### config.mk
export PLATFORM = sky130hd
export DESIGN_NAME = conv_pe_mac
export DESIGN_NICKNAME = d
export VERILOG_FILES = /design/src/rtl/conv_pe_pkg.sv /design/src/rtl/conv_pe_requant.sv /design/src/rtl/conv_pe_mac.sv
export SDC_FILE = /design/constraint.sdc
export NUM_CORES = 2
export LEC_CHECK = 0
export BUFFER_PORTS_ARGS = -buffer_cell sky130_fd_sc_hd__buf_4
export CORE_AREA = 2 2 254 256
export CTS_BUF_LIST = sky130_fd_sc_hd__clkbuf_8
export DETAILED_ROUTE_END_ITERATION = 10
export DIE_AREA = 0 0 256 258
export GPL_TIMING_DRIVEN = 0
export PLACE_DENSITY = 0.85
export SYNTH_ARGS = -nofsm -noshare
export SYNTH_HDL_FRONTEND = slang
export SYNTH_SLANG_ARGS = --single-unit
### constraint.sdc
create_clock -name clk -period 12.19 [get_ports clk]
set_clock_uncertainty 0.05 [all_clocks]
set_input_delay 2.438 -clock clk [delete_from_list [all_inputs] [get_ports clk]]
set_output_delay 2.438 -clock clk [all_outputs]
set_load 0.02 [all_outputs]
### src/rtl/conv_pe_pkg.sv
// conv_pe_pkg: shared types and helpers for the convolution MAC processing element.
//   state_t   - PE control states (IDLE, ACC, OUT)
//   acc_width - accumulator width that cannot overflow for CH*KERNEL_SIZE products
//   sat_dw    - clamps a wide signed value into the signed dw-bit range
package conv_pe_pkg;

    typedef enum logic [1:0] {
        IDLE = 2'd0,
        ACC  = 2'd1,
        OUT  = 2'd2
    } state_t;

    // Working width for sat_dw; every requant intermediate fits well inside it.
    localparam int SAT_W = 128;

    function automatic int acc_width(input int dw, input int ch, input int ks);
        return 2 * dw + $clog2(ch * ks) + 1;
    endfunction

    // Result is SAT_W wide; the caller keeps the low dw bits.
    function automatic logic signed [SAT_W-1:0] sat_dw(input logic signed [SAT_W-1:0] v,
                                                       input int dw);
        logic signed [SAT_W-1:0] hi;
        logic signed [SAT_W-1:0] lo;
        hi = $signed((SAT_W'(1) << (dw - 1)) - SAT_W'(1));
        lo = ~hi;  // two's complement: ~max == min
        if (v > hi) return hi;
        if (v < lo) return lo;
        return v;
    endfunction

endpackage

### src/rtl/conv_pe_requant.sv
// conv_pe_requant: combinational requantiser for the conv PE.
//   result = sat_DW(((sum + 2^(FRAC-1)) >>> FRAC) + bias), optionally ReLU'd.
// Ports:
//   sum    in  ACCW signed  full-precision window sum
//   bias   in  DW signed    bias added after the shift
//   result out DW signed    requantised value
// Build option: define CONV_PE_RELU_EN to clamp negative results to zero.
module conv_pe_requant
    import conv_pe_pkg::*;
#(
    parameter int DW   = 16,
    parameter int FRAC = 10,
    parameter int ACCW = 38
) (
    input  logic signed [ACCW-1:0] sum,
    input  logic signed [DW-1:0]   bias,
    output logic signed [DW-1:0]   result
);

    // One guard bit so the rounding offset can never wrap the sum.
    localparam int RW = ACCW + 1;
    localparam logic signed [RW-1:0] HALF = RW'(1) << (FRAC - 1);

    logic signed [RW-1:0]    rnd;
    logic signed [RW-1:0]    shr;
    logic signed [RW-1:0]    biased;
    logic signed [SAT_W-1:0] sat;
    logic                    sat_unused;

    always_comb begin
        rnd    = $signed({sum[ACCW-1], sum}) + HALF;
        shr    = rnd >>> FRAC;
        biased = shr + $signed({{(RW-DW){bias[DW-1]}}, bias});
        sat    = sat_dw($signed({{(SAT_W-RW){biased[RW-1]}}, biased}), DW);
`ifdef CONV_PE_RELU_EN
        result = sat[SAT_W-1] ? '0 : sat[DW-1:0];
`else
        result = sat[DW-1:0];
`endif
    end

    // Upper bits are pure sign extension once saturated.
    assign sat_unused = ^sat[SAT_W-1:DW];

endmodule

### src/rtl/conv_pe_mac.sv
// conv_pe_mac: multi-channel convolution MAC processing element.
// Accumulates KERNEL_SIZE beats of CH ifmap*weight products, then emits one
// requantised DW-bit result through a valid/ready output port.
// Ports:
//   clk, n_reset           clock, asynchronous active-low reset
//   start                  enable; low aborts the current window / pending result
//   in_valid, in_ready     upstream beat handshake
//   ifmap[CH], weight[CH]  signed beat operands
//   bias                   signed bias, taken with the last beat of a window
//   out_valid, out_ready   downstream result handshake
//   out_data               registered signed result
// Build option: CONV_PE_RELU_EN (see conv_pe_requant).
module conv_pe_mac
    import conv_pe_pkg::*;
#(
    parameter int CH          = 3,
    parameter int KERNEL_SIZE = 9,
    parameter int DW          = 16,
    parameter int FRAC        = 10
) (
    input  logic                 clk,
    input  logic                 n_reset,
    input  logic                 start,
    input  logic                 in_valid,
    output logic                 in_ready,
    input  logic signed [DW-1:0] ifmap  [CH],
    input  logic signed [DW-1:0] weight [CH],
    input  logic signed [DW-1:0] bias,
    output logic                 out_valid,
    input  logic                 out_ready,
    output logic signed [DW-1:0] out_data
);

    localparam int PW   = 2 * DW;
    localparam int ACCW = acc_width(DW, CH, KERNEL_SIZE);
    localparam int CW   = (KERNEL_SIZE > 1) ? $clog2(KERNEL_SIZE) : 1;
    localparam logic [CW-1:0] LAST = CW'(KERNEL_SIZE - 1);

    state_t                 state;
    state_t                 state_nxt;
    logic [CW-1:0]          count;
    logic signed [ACCW-1:0] acc;
    logic signed [ACCW-1:0] beat_sum;
    logic signed [ACCW-1:0] final_sum;
    logic signed [PW-1:0]   prod;
    logic signed [DW-1:0]   req_res;
    logic                   accept;
    logic                   last_beat;

    // Sum of this beat's CH full-width signed products.
    always_comb begin
        prod     = '0;
        beat_sum = '0;
        for (int c = 0; c < CH; c++) begin
            prod     = $signed({{DW{ifmap[c][DW-1]}}, ifmap[c]}) *
                       $signed({{DW{weight[c][DW-1]}}, weight[c]});
            beat_sum = beat_sum + $signed({{(ACCW-PW){prod[PW-1]}}, prod});
        end
    end

    assign final_sum = acc + beat_sum;
    assign accept    = in_valid && in_ready;
    assign last_beat = accept && (count == LAST);

    conv_pe_requant #(
        .DW   (DW),
        .FRAC (FRAC),
        .ACCW (ACCW)
    ) u_requant (
        .sum    (final_sum),
        .bias   (bias),
        .result (req_res)
    );

    // Next state and handshake outputs; start=0 overrides everything.
    always_comb begin
        state_nxt = state;
        in_ready  = (state == ACC) && start;
        out_valid = (state == OUT);
        if (!start) begin
            state_nxt = IDLE;
        end else begin
            case (state)
                IDLE:    state_nxt = ACC;
                ACC:     if (last_beat) state_nxt = OUT;
                OUT:     if (out_ready) state_nxt = ACC;
                default: state_nxt = IDLE;
            endcase
        end
    end

    always_ff @(posedge clk or negedge n_reset) begin
        if (!n_reset) state <= IDLE;
        else          state <= state_nxt;
    end

    always_ff @(posedge clk or negedge n_reset) begin
        if (!n_reset) begin
            acc      <= '0;
            count    <= '0;
            out_data <= '0;
        end else if (!start) begin
            acc   <= '0;
            count <= '0;
        end else if (accept) begin
            if (last_beat) begin
                acc      <= '0;
                count    <= '0;
                out_data <= req_res;
            end else begin
                acc   <= final_sum;
                count <= count + CW'(1);
            end
        end
    end

endmodule

# Yosys cells after proc, flatten, opt, wreduce, memory -nomap -nowiden
# Cells that the tools add are included.
dict set report totals {
  reg_bits 60
  elab_cells 44
  in_bits 117
  output_inout_bits 18
}
dict set report op_classes {
  n_eq_ne 6
  n_reduce_logical 6
  mul 3
  n_addsub 6
  muxes 17
  order_cmp 2
}
# operator n
set ops {}
lappend ops {{2-to-1 mux 38 bit} 3}
lappend ops {{multiplier 16 x 16 -> 32 bit} 3}
lappend ops {{2-to-1 mux 16 bit} 4}
lappend ops {{adder 38 x 11 -> 39 bit, second input constant} 1}
lappend ops {{adder 38 x 34 -> 38 bit} 1}
lappend ops {{adder 33 x 32 -> 34 bit} 1}
lappend ops {{adder 32 x 32 -> 33 bit} 1}
lappend ops {{adder 29 x 16 -> 30 bit} 1}
lappend ops {{greater-than comparator 30 x 16 -> 1 bit, second input constant} 1}
lappend ops {{< comparator 30 x 16 -> 1 bit, second input constant} 1}
lappend ops {{2-to-1 mux 4 bit} 3}
lappend ops {{2-to-1 mux 2 bit} 3}
lappend ops {{one-hot mux 2 bit (3 select lines)} 1}
lappend ops {{adder 4 x 1 -> 4 bit, second input constant} 1}
lappend ops {{equality test 4 bit, second input constant} 1}
lappend ops {{logical AND 1 bit} 3}
lappend ops {{2-to-1 mux 1 bit} 3}
lappend ops {{!= test 3 x 2 -> 1 bit, second input constant} 1}
lappend ops {{!= test 3 bit, second input constant} 1}
lappend ops {{AND reduction 3 bit} 1}
lappend ops {{equality test 2 x 1 -> 1 bit, second input constant} 1}
lappend ops {{equality test 2 bit, second input constant} 1}
lappend ops {{logical NOT 2 bit} 1}
lappend ops {{!= test 2 x 1 -> 1 bit, second input constant} 1}
lappend ops {{AND reduction 2 bit} 1}

# Logic depth before layout (Yosys ltp)
dict set report depth {
  depth_word 11
  ltp_mapped 45
  mapped_depth_nobuf 40
}

# Modules after synthesis
# A second synthesis with hierarchy kept.
dict set report hier_totals {
  hier_cells 3910
  area_unflattened_um2 37578.5
}
# mod seq_area_each_um2 area_per_inst_um2 cells_per_inst n_inst
set modules_own_cells {}
lappend modules_own_cells {conv_pe_mac 1501.4 35176.2 3572 1}
lappend modules_own_cells {conv_pe_requant 0.0 2402.3 338 1}

# Least setup slack after synthesis
# No wires, ideal clock.
dict set report synth_path {
  path_kind {input to register}
  from {input ifmap[47] (netlist name)}
  to {register out_data[10]}
  arrival_ps 13021
  n_path_buf 3
  stages 41
  required_time_ps 12011
  slack_ps -1009
  setup_ps 129
  cell_sequence {clkbuf_1 nand2_1 inv_1 fa_1 fa_1 inv_1 fa_1 inv_1 fa_1 inv_1 fa_1 inv_1 fa_1 fa_1 fa_1 inv_1 fa_1 inv_1 [... 5 more ...] a22o_1 a211oi_2 nand4_1 and4b_2 and4bb_1 nand3_1 xnor2_1 ha_1 a2111oi_0 nand2_1 o21ai_0 inv_1 or3_1 a22oi_1 o2111ai_1 o41ai_4 buf_6 o22ai_1}
}
dict set report synth_between {
  elab_chain_cells 11
  word_cells_on_any_way 14
  classes_between {add/sub: 5; mul: 1; order compare: 2; mux: 6}
}
# item line_no
set synth_lines {}
lappend synth_lines {{start: declaration} conv_pe_mac.sv:26} ;# input logic signed [DW-1:0] ifmap [CH],
lappend synth_lines {{multiplier 16 x 16 -> 32 bit (*)} conv_pe_mac.sv:55} ;# prod = $signed({{DW{ifmap[c][DW-1]}}, ifmap[c]}) *
lappend synth_lines {{adder 32 x 32 -> 33 bit (*)} conv_pe_mac.sv:57} ;# beat_sum = beat_sum + $signed({{(ACCW-PW){prod[PW-1]}}, prod});
lappend synth_lines {{adder 33 x 32 -> 34 bit (*)} conv_pe_mac.sv:57}
lappend synth_lines {{adder 38 x 34 -> 38 bit (*)} conv_pe_mac.sv:61} ;# assign final_sum = acc + beat_sum;
lappend synth_lines {{adder 38 x 11 -> 39 bit (*)} conv_pe_requant.sv:31} ;# rnd = $signed({sum[ACCW-1], sum}) + HALF;
lappend synth_lines {{adder 29 x 16 -> 30 bit (*)} conv_pe_requant.sv:33} ;# biased = shr + $signed({{(RW-DW){bias[DW-1]}}, bias});
lappend synth_lines {{< comparator 30 x 16 -> 1 bit} conv_pe_pkg.sv:28} ;# if (v < lo) return lo;
lappend synth_lines {{2-to-1 mux 1 bit (2 in a row)} conv_pe_pkg.sv:28}
lappend synth_lines {{2-to-1 mux 16 bit} conv_pe_pkg.sv:29} ;# return v;
lappend synth_lines {{2-to-1 mux 16 bit (*)} conv_pe_pkg.sv:28}
lappend synth_lines {{end signal: assignment} conv_pe_mac.sv:109} ;# out_data <= req_res;
lappend synth_lines {{end: declaration} conv_pe_mac.sv:31} ;# output logic signed [DW-1:0] out_data
# Every way passes the cells marked *; elsewhere a longest branch is shown, timed or not. The select of a mux whose other input is x is not followed.
# A chain may end at the register's enable or synchronous reset.

# Worst setup path after layout
dict set report layout_path {
  from {input ifmap[47] (netlist name)}
  to {register out_data[5]}
}
# The elaborated chain is that of the path after synthesis.

==> flow_summary_export.csv <==
group,metric,value,unit
timing,setup_violations,16,
drt,finalWirelength,105800,um
final_layout,mostFrequentLayoutCells,"inv_1, fa_1, nand2_1",
worst_setup_path,arrival,13160,ps
placed_design,gp_congestion,0.9789,
floorplan,row_count,93,
worst_setup_path,crit_top_cell,"fa_1",
status,violations,"setup timing",
grt,top_usage_layer,"met2",
clock_network,postCtsHoldBufs,0,
synth,syn-cell-area,0.03765,mm2
placed_design,dp_cells,4965,
grt,overflow,0,
synth,synthesis.nets,5346,
drt,vias,28366,
grt,grt_pass1_vias,30671,
synth,synth-edff-count,0,
timing,fin_tns_setup,-11180,ps
status,status,"finished, violations left",
grt,use_met3,5.065,%
clock_network,path_clk_slew,90,ps
grt,grt_max_degree,61,
clock_network,cts_buffers,9,
final_layout,synthToLayoutAreaGrowth,13.34,%
hold_path,min_path_type,"flip-flop to flip-flop",
worst_setup_path,slowest_delay,690,ps
timing,slew_viol_final,0,
drt,detail-route-antenna-nets,0,
worst_setup_path,critical-path-top-delay-family,"adder cells",
clock_network,cts_buffer_depth,2,
timing,layout_setup_ws,-742.5,ps
final_layout,finalNetCount,5592,
drt,firstDrtPassIters,8,
synth,synthCells,3976,
synth,ys_seq_area_share,3.988,%
synth,synth_cell_types,74,
placed_design,hpwl,89300,um
synth,synth_top_area_cell,"fa_1",
placed_design,io_buffers,134,
final_layout,stdcell_count,5082,
timing,fmax,77.32,MHz
drt,via_per_inst,5.582,
synth,netlist_top_cells_area,"fa_1, inv_1, ha_1",
timing,finalCritPeriodShare,106.1,%
synth,synth_flop_cell,"dfrtp_1",
clock_network,clockRootBuffer,"clkbuf_8",
synth,yosysTopAreaCellShare,54.29,%
worst_setup_path,critical_path_required,12420,ps
worst_setup_path,cp_slowest_cell,"fa_4",
floorplan,dieArea,0.06605,mm2
clock_network,cts_tree,"built",
clock_network,clock_latency,400,ps
worst_setup_path,crit_buf_inv,15,
synth,syn_avg_cell_area,9.470,um2
synth,ys_ff_latch,60,
worst_setup_path,crit_type,"input port to flip-flop",
timing,tightest_slew,1160,ps
worst_setup_path,path_max_fanout,8,
grt,antenna_found_initial,4,
grt,grt_usage,32.51,%
synth,async_flop_share,100.0,%
clock_network,htreeDepth,3,
floorplan,die_w,256,um
grt,use_met2,54.92,%
drt,drt-initial-drc-count,2058,
timing,min_period,12930,ps
placed_design,preCtsSetupSlack,-2567,ps
timing,relSlewSlack,22.36,%
final_layout,drive_gt1_share,13.94,%
worst_setup_path,end_kind,"flip-flop",
final_layout,fill_cells,4578,
synth,yosys_warnings,0,
worst_setup_path,crit_path_start_kind,"input port",
grt,grt_pass1_wl,166300,um
floorplan,die_y,258,um
drt,drc,0,
grt,use_met1,41.94,%
floorplan,start_util,59.16,%
floorplan,num_io_pins,135,
clock_network,clock_sinks,60,
floorplan,core,0.06365,mm2
final_layout,layout_commonest_cell,"inv_1",
timing,rsz0062_at_grt,"yes",
timing,final_hold_viol_count,0,
job,maxCapViolCount,0,
drt,wl_per_cell,20.83,um
## cells by family (layout without fill, tap and decap cells)
family,count (synthesis),count (layout),share of synthesized area (%)
compound gates,310,310,5.666
xor+xnor,84,84,1.954
fa+ha+maj,1253,1253,61.99
buf+inv,1235,1485,12.38
flops,60,60,3.988
mux,3,3,0.07976
other cells,0,1,0
simple gates,1031,1031,13.94
## what timing repair did
item | 4_1_cts | 5_1_grt
gates resized for setup | 293 | 240
pin swaps | 95 | 101
endpoints found under the hold margin | 0 | 0
endpoints found under the setup margin | 16 | 16
cloned | 2 | 1
setup buffers | 65 | 45
## worst min-delay path, cell delays in order (launching register included)
cell,delay (ps)
dfrtp_1,360
nand2_1,50
o21ai_0,60
## layout make-up
type                            instances  area, um2  area share [%]
Sequential cell                        60       1501           3.518
Multi-Input combinational cell       2681      32570           76.32
Clock inverter                          5      77.57          0.1818
Inverter                             1101       4149           9.723
Buffer                                122       1069           2.504
Tap cell                              855       1070           2.507
Timing Repair Buffer                  247       2100           4.920
Clock buffer                           10      137.6          0.3225
Antenna cell                            1      2.502        0.005864
## metrics by stage
step | hold slack, ps | util [%] | instance area [um2]
global route | 494.7 | 67.04 | 42670
global placement | 430.2 | 62.62 | 39860
floorplan | 406.3 | - | 37780
CTS | 455.5 | 65.44 | 41660
finish | 461.6 | 67.04 | 42670
detailed placement | 436.4 | 62.62 | 39860
## registers in the layout, indices dropped and copies added, names as in the netlist
name / count
acc: 38
out_data: 16
count: 4
state: 2
## Yosys cell counts, drive strengths merged (17+ instances only)
cell / number
inv: 1101
fa: 1021
nand2: 421
and2: 388
ha: 232
clkbuf: 118
nor2: 75
o21ai: 72
a21oi: 68
dfrtp: 60
xnor2: 52
nor2b: 33
xor2: 32
a22o: 28
nand2b: 21
a21o: 20
nand3: 20
o21a: 19
nand4: 17
## metal layers
metal,vias up,part of all wire (%)
met3,387,8.7
li1,12050,-
met1,14498,37
met5,-,0.043
met2,1423,48
met4,8,6.2
## final timing paths
kind,slack [ps],cells after the start,from,end
min in group asynchronous,2080,1,n_reset,state[1]$_DFFE_PN0P_
setup reg to reg,1840,41,acc[13]$_DFFE_PN0P_,out_data[5]$_DFFE_PN0P_
hold / removal,460,2,acc[15]$_DFFE_PN0P_,acc[15]$_DFFE_PN0P_
max in group asynchronous,9450,1,n_reset,acc[36]$_DFFE_PN0P_
hold reg to reg,460,2,acc[15]$_DFFE_PN0P_,acc[15]$_DFFE_PN0P_
setup / recovery,-740,45,ifmap[47],out_data[5]$_DFFE_PN0P_
Power is not shown: default switching activity piles up to over one toggle a cycle in this logic, so the estimate is an artifact.
